--- src/rtl/uart_rx.sv ---
// uart_rx: 8N1 serial receiver with a counter-based bit timer.
// The line is double-flopped before use. Bits are sampled at mid-bit,
// measured from the synchronized falling edge of the start bit.
//
//   state    | meaning
//   ---------+------------------------------------------------------------
//   ST_IDLE  | line idle, waiting for synchronized low
//   ST_START | timing half a bit to re-check the start bit
//   ST_DATA  | sampling 8 data bits, LSB first, one per bit period
//   ST_STOP  | sampling the stop bit; good byte or framing error
//   ST_BREAK | stop bit was low; wait for the line to go high again
module uart_rx #(
    parameter int unsigned CLKS_PER_BIT = 16
) (
    input  logic       i_clk,
    input  logic       i_rst_n,
    input  logic       i_RX_Bit,
    output logic [7:0] o_RX_Byte,
    output logic       o_RX_DV,
    output logic       o_Frame_Err,
    output logic       o_Busy
);

    typedef enum logic [2:0] {
        ST_IDLE  = 3'd0,
        ST_START = 3'd1,
        ST_DATA  = 3'd2,
        ST_STOP  = 3'd3,
        ST_BREAK = 3'd4
    } state_t;

    localparam logic [15:0] HALF_M1 = 16'(CLKS_PER_BIT / 2 - 1);
    localparam logic [15:0] FULL_M1 = 16'(CLKS_PER_BIT - 1);

    state_t      state_q, state_d;
    logic [15:0] cnt_q, cnt_d;
    logic [2:0]  idx_q, idx_d;
    logic [7:0]  sh_q, sh_d;
    logic [7:0]  byte_q, byte_d;
    logic        dv_q, dv_d;
    logic        err_q, err_d;
    logic [1:0]  sync_q;
    logic        s;

    assign s = sync_q[1];

    // Two-flop synchronizer; resets to the idle-high line level.
    always_ff @(posedge i_clk or negedge i_rst_n) begin
        if (!i_rst_n) begin
            sync_q <= 2'b11;
        end else begin
            sync_q <= {sync_q[0], i_RX_Bit};
        end
    end

    // State, timer, shift register and registered output pulses.
    always_ff @(posedge i_clk or negedge i_rst_n) begin
        if (!i_rst_n) begin
            state_q <= ST_IDLE;
            cnt_q   <= '0;
            idx_q   <= '0;
            sh_q    <= '0;
            byte_q  <= '0;
            dv_q    <= 1'b0;
            err_q   <= 1'b0;
        end else begin
            state_q <= state_d;
            cnt_q   <= cnt_d;
            idx_q   <= idx_d;
            sh_q    <= sh_d;
            byte_q  <= byte_d;
            dv_q    <= dv_d;
            err_q   <= err_d;
        end
    end

    // Next-state logic: mid-bit sampling driven by the bit counter.
    always_comb begin
        state_d = state_q;
        cnt_d   = cnt_q;
        idx_d   = idx_q;
        sh_d    = sh_q;
        byte_d  = byte_q;
        dv_d    = 1'b0;
        err_d   = 1'b0;
        case (state_q)
            ST_IDLE: begin
                cnt_d = '0;
                idx_d = '0;
                if (!s) state_d = ST_START;
            end
            ST_START: begin
                if (cnt_q == HALF_M1) begin
                    cnt_d   = '0;
                    // A high line at mid-start is a glitch, not a frame.
                    state_d = s ? ST_IDLE : ST_DATA;
                end else begin
                    cnt_d = cnt_q + 16'd1;
                end
            end
            ST_DATA: begin
                if (cnt_q == FULL_M1) begin
                    sh_d[idx_q] = s;
                    cnt_d       = '0;
                    if (idx_q == 3'd7) state_d = ST_STOP;
                    else               idx_d   = idx_q + 3'd1;
                end else begin
                    cnt_d = cnt_q + 16'd1;
                end
            end
            ST_STOP: begin
                if (cnt_q == FULL_M1) begin
                    cnt_d = '0;
                    if (s) begin
                        byte_d  = sh_q;
                        dv_d    = 1'b1;
                        state_d = ST_IDLE;
                    end else begin
                        err_d   = 1'b1;
                        state_d = ST_BREAK;
                    end
                end else begin
                    cnt_d = cnt_q + 16'd1;
                end
            end
            ST_BREAK: begin
                cnt_d = '0;
                if (s) state_d = ST_IDLE;
            end
            default: begin
                state_d = ST_IDLE;
                cnt_d   = '0;
                idx_d   = '0;
            end
        endcase
    end

    assign o_RX_Byte   = byte_q;
    assign o_RX_DV     = dv_q;
    assign o_Frame_Err = err_q;
    assign o_Busy      = (state_q != ST_IDLE);

endmodule

--- config.mk ---
export PLATFORM = sky130hd
export DESIGN_NAME = uart_rx
export DESIGN_NICKNAME = d
export VERILOG_FILES = /design/src/rtl/uart_rx.sv
export SDC_FILE = /design/constraint.sdc
export NUM_CORES = 1
export LEC_CHECK = 0
export ABC_AREA = 1
export CAP_MARGIN = 0
export CORE_MARGIN = 10
export CORE_UTILIZATION = 40
export CTS_CLUSTER_DIAMETER = 150
export CTS_CLUSTER_SIZE = 40
export DETAILED_ROUTE_END_ITERATION = 6
export PLACE_DENSITY = 0.63
export SLEW_MARGIN = 5
export SYNTH_ARGS = -nofsm -noshare
export SYNTH_HDL_FRONTEND = slang
export SYNTH_SLANG_ARGS = --single-unit
--- constraint.sdc ---
create_clock -name i_clk -period 1.7 [get_ports i_clk]
set_input_delay 0.17 -clock i_clk [delete_from_list [all_inputs] [get_ports i_clk]]
set_output_delay 0.17 -clock i_clk [all_outputs]
set_load 0.02 [all_outputs]
* Word-level counts from Yosys, hierarchy flattened *
Cells that the tools add are included.

storage, ports and cells
  word-level logic and storage cells = 60
  flip-flop bits (word level) = 42
  input port bits = 3
  output and inout port bits = 11

cells by class
  bitwise logic cells = 1
  add/sub/neg operators = 2
  mux-type cells = 24
  $lt $le $gt $ge = 2
  reductions and logical operators = 9
  equality and inequality tests = 14

operator list
  operator                                                                      count
  16-bit two-way mux                                                            2
  16-bit one-hot mux with 2 select lines                                        1
  3-bit two-way mux                                                             9
  16-bit by 1-bit adder with 16-bit output, second input constant               1
  16-bit by 3-bit equality test with 1-bit output, second input constant        1
  16-bit by 4-bit equality test with 1-bit output, second input constant        1
  3-bit one-hot mux with 5 select lines                                         1
  2-bit inequality test, second input constant                                  7
  8-bit bitwise mux                                                             1
  1-bit two-way mux                                                             7
  3-bit by 2-bit equality test with 1-bit output, second input constant         2
  3-bit equality test, second input constant                                    2
  3-bit one-hot mux with 2 select lines                                         1
  3-bit AND reduction                                                           2
  6-bit AND reduction                                                           1
  3-bit by 4-bit less-than comparator with 1-bit output, second input constant  1
  3-bit by 1-bit adder with 3-bit output, second input constant                 1
  1-bit demux with 3-bit select                                                 1
  3-bit by 1-bit equality test with 1-bit output, second input constant         1
  3-bit by 1-bit >= comparator with 1-bit output, second input constant         1
  3-bit zero test                                                               1
  3-bit nonzero test                                                            1
  3-bit OR reduction                                                            1
  2-bit two-way mux                                                             1
  4 further kinds                                                               4

* Depth between registers and ports, before layout *
  depth in word-level cells = 5
  gate-level depth with buffers = 9
  depth with buffers taken out = 8

* Worst setup path before layout *
Ideal clock, no wire load.

  path kind = reg-to-reg
  from = reg cnt_q[0]
  to = reg sh_q[0]
  data required time = 1,583 ps
  slack = 234 ps
  cell stages (with the launch flop) = 10
  setup time = 117 ps
  path buffers = 1
  clock period less this slack = 1,466 ps
  arrival = 1,348 ps
  cell sequence = dfrtp_1 > ha_1 > nand3_2 > nor2_4 > nand2_4 > nor2_4 > buf_6 > nand3_1 > nand2_1 > nand2_1

between the ends
  cells in the longest elaborated chain, start to end = 2

ends and longest elaborated chain
  element                                          RTL line  source
  start, declared                                  36        logic [15:0] cnt_q, cnt_d;
  start signal, assigned                           68        cnt_q <= cnt_d;
  16-bit by 4-bit equality test with 1-bit output  102       if (cnt_q == FULL_M1) begin
  2-bit AND reduction (no source line)             -
  end signal, assigned                             62        sh_q <= '0;
  end signal, assigned                             70        sh_q <= sh_d;
  end, declared                                    38        logic [7:0] sh_q, sh_d;

No other way between the ends.
A chain may end at the register's enable or synchronous reset.

* Worst setup path in the final report *
  from = reg cnt_q[14]
  to = reg sh_q[0]

Same word-level chain as after synthesis.

==> summary.txt <==
Synthesis
  • Post-synthesis mux area share: 0
  • Post-synthesis compound-gate area fraction: 0.0347
  • Post-Synth XOR/XNOR Area: 0.0461
  • Post-synth EDFFs: 0
  • Synth Net Count: 263
  • Synth top cells by count: nand2_1 (83), dfrtp_1 (40), nor2_1 (40), inv_1 (20), nand3_1 (12)
  • Most frequent cell after synthesis: nand2_1
  • Avg Cell Area, Syn: 8.14 µm²
  • Yosys cell types: 27
  • Synthesized cell area: 2090 µm²
  • Sequential area share after synthesis: 0.504
  • Yosys reg bits: 42
  • Top cells by area, synth: dfrtp_1 (48%), nand2_1 (15%), nor2_1 (7.2%)
  • Area leader, netlist: dfrtp_1
  • Combinational family with the most area after synthesis: simple AND/OR/NAND/NOR gates
  • Post-synth top area share: 0.479
  • Post-synth top flop: dfrtp_1
  • Fraction of the mapped netlist area in adder cells: 0.0180
  • Post-synthesis cell count: 257
  • Simple-gate share of the synthesized area: 0.344
  • Async set-reset flop share out of synthesis: 1.00
  • Yosys Warn Count: 0

Clock tree
  • Clock transition at path regs: 0.09 ns
  • Total clock sinks: 42
  • TritonCTS clock tree: done
  • Clock Latency Late Sink: 0.30 ns
  • Clock root buffer: clkbuf_8
  • H-tree Lvls: 2
  • Clock Path Buffers: 2
  • Total CTS buffers: 5

STA
  • Hold WS: 0.280 ns
  • Period utilisation layout: 0.936
  • Final Max Slew Viols: 0
  • Final Hold Viols: 0
  • Min Tclk post-route: 1.59 ns
  • Slew of the pin with the lowest slew margin: 0.502 ns
  • Achievable Freq: 0.628 GHz
  • Endpoints failing setup: 0
  • Slew margin rel.: 0.665
  • Setup_tns: 0 ns
  • Worst Setup Slack, final: 0.108 ns
  • Setup Skew: 0.0104 ns

Floorplan
  • Die area: 8520 µm²
  • Core Rows: 26
  • # IOs: 14
  • Initial core utilization: 0.412
  • DIE WIDTH: 92.3 µm
  • Core ar.: 5070 µm²
  • Die height: 92.3 µm

Setup path
  • CP Capture Type: flip-flop
  • Req. time, crit path: 1.90 ns
  • Crit path DAT: 1.79 ns
  • CP Class: reg2reg
  • CP startpoint kind: flip-flop
  • CP Max Fanout: 6

Global route
  • First-pass GRT wire length: 7100 µm
  • Initial antenna violation count: 0
  • Tot GR Track Use: 0.101
  • Pin count of the biggest net entering global routing: 23
  • Total grt overflow: 0
  • Vias in the first global route: 1613

Power and ir drop
  • Switching Share: 0.364
  • Internal: 1.58 mW
  • Clock share of power: 0.266
  • Combinational power share: 0.263
  • Final Power: 2.48 mW
  • Static leakage: 1.18 nW
  • Worst vdd ir: 0.548 mV
  • Sequential power share: 0.472
  • Net Sw Power: 0.901 mW
  • Pwr Density: 1000 nW/µm²

Placed design
  • Dpl hpwl: 2810 µm
  • Pre-CTS WS: 0.0371 ns
  • Buffers added on ports: 13
  • GPL Wtd Cong: 0.791
  • Dpl cell area: 2310 µm²
  • Cells after DPL: 339

Finish
  • Area grow syn2layout: 18.0%
  • Nets: 287
  • Ant diodes: 0
  • Fill cell count: 521
  • Finished Layout Cells: 352
  • Post-Layout Inst Area: 2470 µm²
  • Fin util: 0.486
  • Share of layout cells above drive strength 1: 0.113

Run status
  • Outcome: finished clean

Detailed routing
  • Final WL: 3920 µm
  • Mean routed wirelength per cell: 11.1 µm
  • Drc violations: 0
  • Vias: 1613
  • DRT iter0 DRCs: 85
  • Pre-Repair DR Iteration Count: 4
  • Vias/cell: 4.58
  • Antenna Nets Post-Route: 0

Run
  • Max_cap viols: 0

Worst hold path
  • Worst min-delay path class: in2reg
critical path: stages (launching register included):
cell	delay, ns
dfrtp_1	0.41
nor2_1	0.14
nand2_1	0.08
nor2_2	0.19
nand2_4	0.12
nor2_4	0.19
buf_4	0.17
nand3_1	0.07
nand2_1	0.07
nand2_1	0.05
per-layer routing:
layer,track usage,wire (µm),up-vias
met5,0,0,-
met4,0.0476,70,0
li1,-,-,866
met1,0.128,2010,724
met3,0.0331,160,7
met2,0.151,1680,16
layout by cell type (no fill, tap or decap), types with 2 or more instances in the layout:
master and n:
dfrtp_1 40, o21ai_1 5, nor2_2 2, nand2_1 83, nor2_1 40, nand2_2 4
nor2_4 2, clkbuf_8 5, buf_4 6, nor3_1 6, xor2_1 7, dfstp_2 2
ha_1 2, inv_1 20, clkdlybuf4s50_1 11, nand3_1 12, nand4_1 8, xnor2_1 4
o21ai_0 7, clkinvlp_4 2
path summary, 6_finish.rpt:
path / start / to / slack (ns) / cells after the start
setup / recovery: cnt_q[14]$_DFF_PN0_ / sh_q[0]$_DFFE_PN0P_ / 0.11 / 9
hold / removal: i_RX_Bit / sync_q[0]$_DFF_PN1_ / 0.28 / 1
hold reg to reg: sync_q[0]$_DFF_PN1_ / sync_q[1]$_DFF_PN1_ / 0.36 / 0
max in group asynchronous: i_rst_n / cnt_q[2]$_DFF_PN0_ / 0.85 / 3
setup reg to reg: cnt_q[14]$_DFF_PN0_ / sh_q[0]$_DFFE_PN0P_ / 0.11 / 9
min in group asynchronous: i_rst_n / cnt_q[5]$_DFF_PN0_ / 0.36 / 2
cells by family (layout without fill, tap and decap cells):
group | Yosys count | count (layout)
buf+inv | 25 | 50
compound gates | 14 | 14
xor+xnor | 11 | 11
simple gates | 162 | 162
flops | 42 | 42
fa+ha+maj | 3 | 3
timing repair:
item,CTS,global route
pin swaps,0,1
gates resized for setup,1,4
gates cloned,0,0
hold endpoints to repair,18,0
hold buffers,1,0
buffers inserted,0,4
endpoints found under the setup margin,1,34
power groups by stage:
stage	clock network (mW)	registers [mW]	logic [mW]
2_1_floorplan	0	1.15	0.507
3_3_place_gp	0	1.17	0.630
3_5_place_dp	0	1.17	0.633
4_1_cts	0.687	1.15	0.628
5_1_grt	0.732	1.18	0.744
6_report	0.658	1.17	0.651
final cells by class:
cell class	count	area (µm²)	share of cell area
Multi-Input combinational cell	190	953	0.386
Sequential cell	42	1050	0.427
Tap cell	70	87.6	0.0355
Inverter	21	81.3	0.0330
Clock inverter	3	23.8	0.00963
Timing Repair Buffer	21	199	0.0806
Clock buffer	5	68.8	0.0279
state kept, by name (all words and copies together), names as in the netlist:
register / cells
state_q: 3
idx_q: 3
cnt_q: 16
o_Frame_Err: 1
o_RX_DV: 1
o_RX_Byte: 8
sync_q: 2
sh_q: 8
Note: power is estimated with default switching activity, not from simulation.
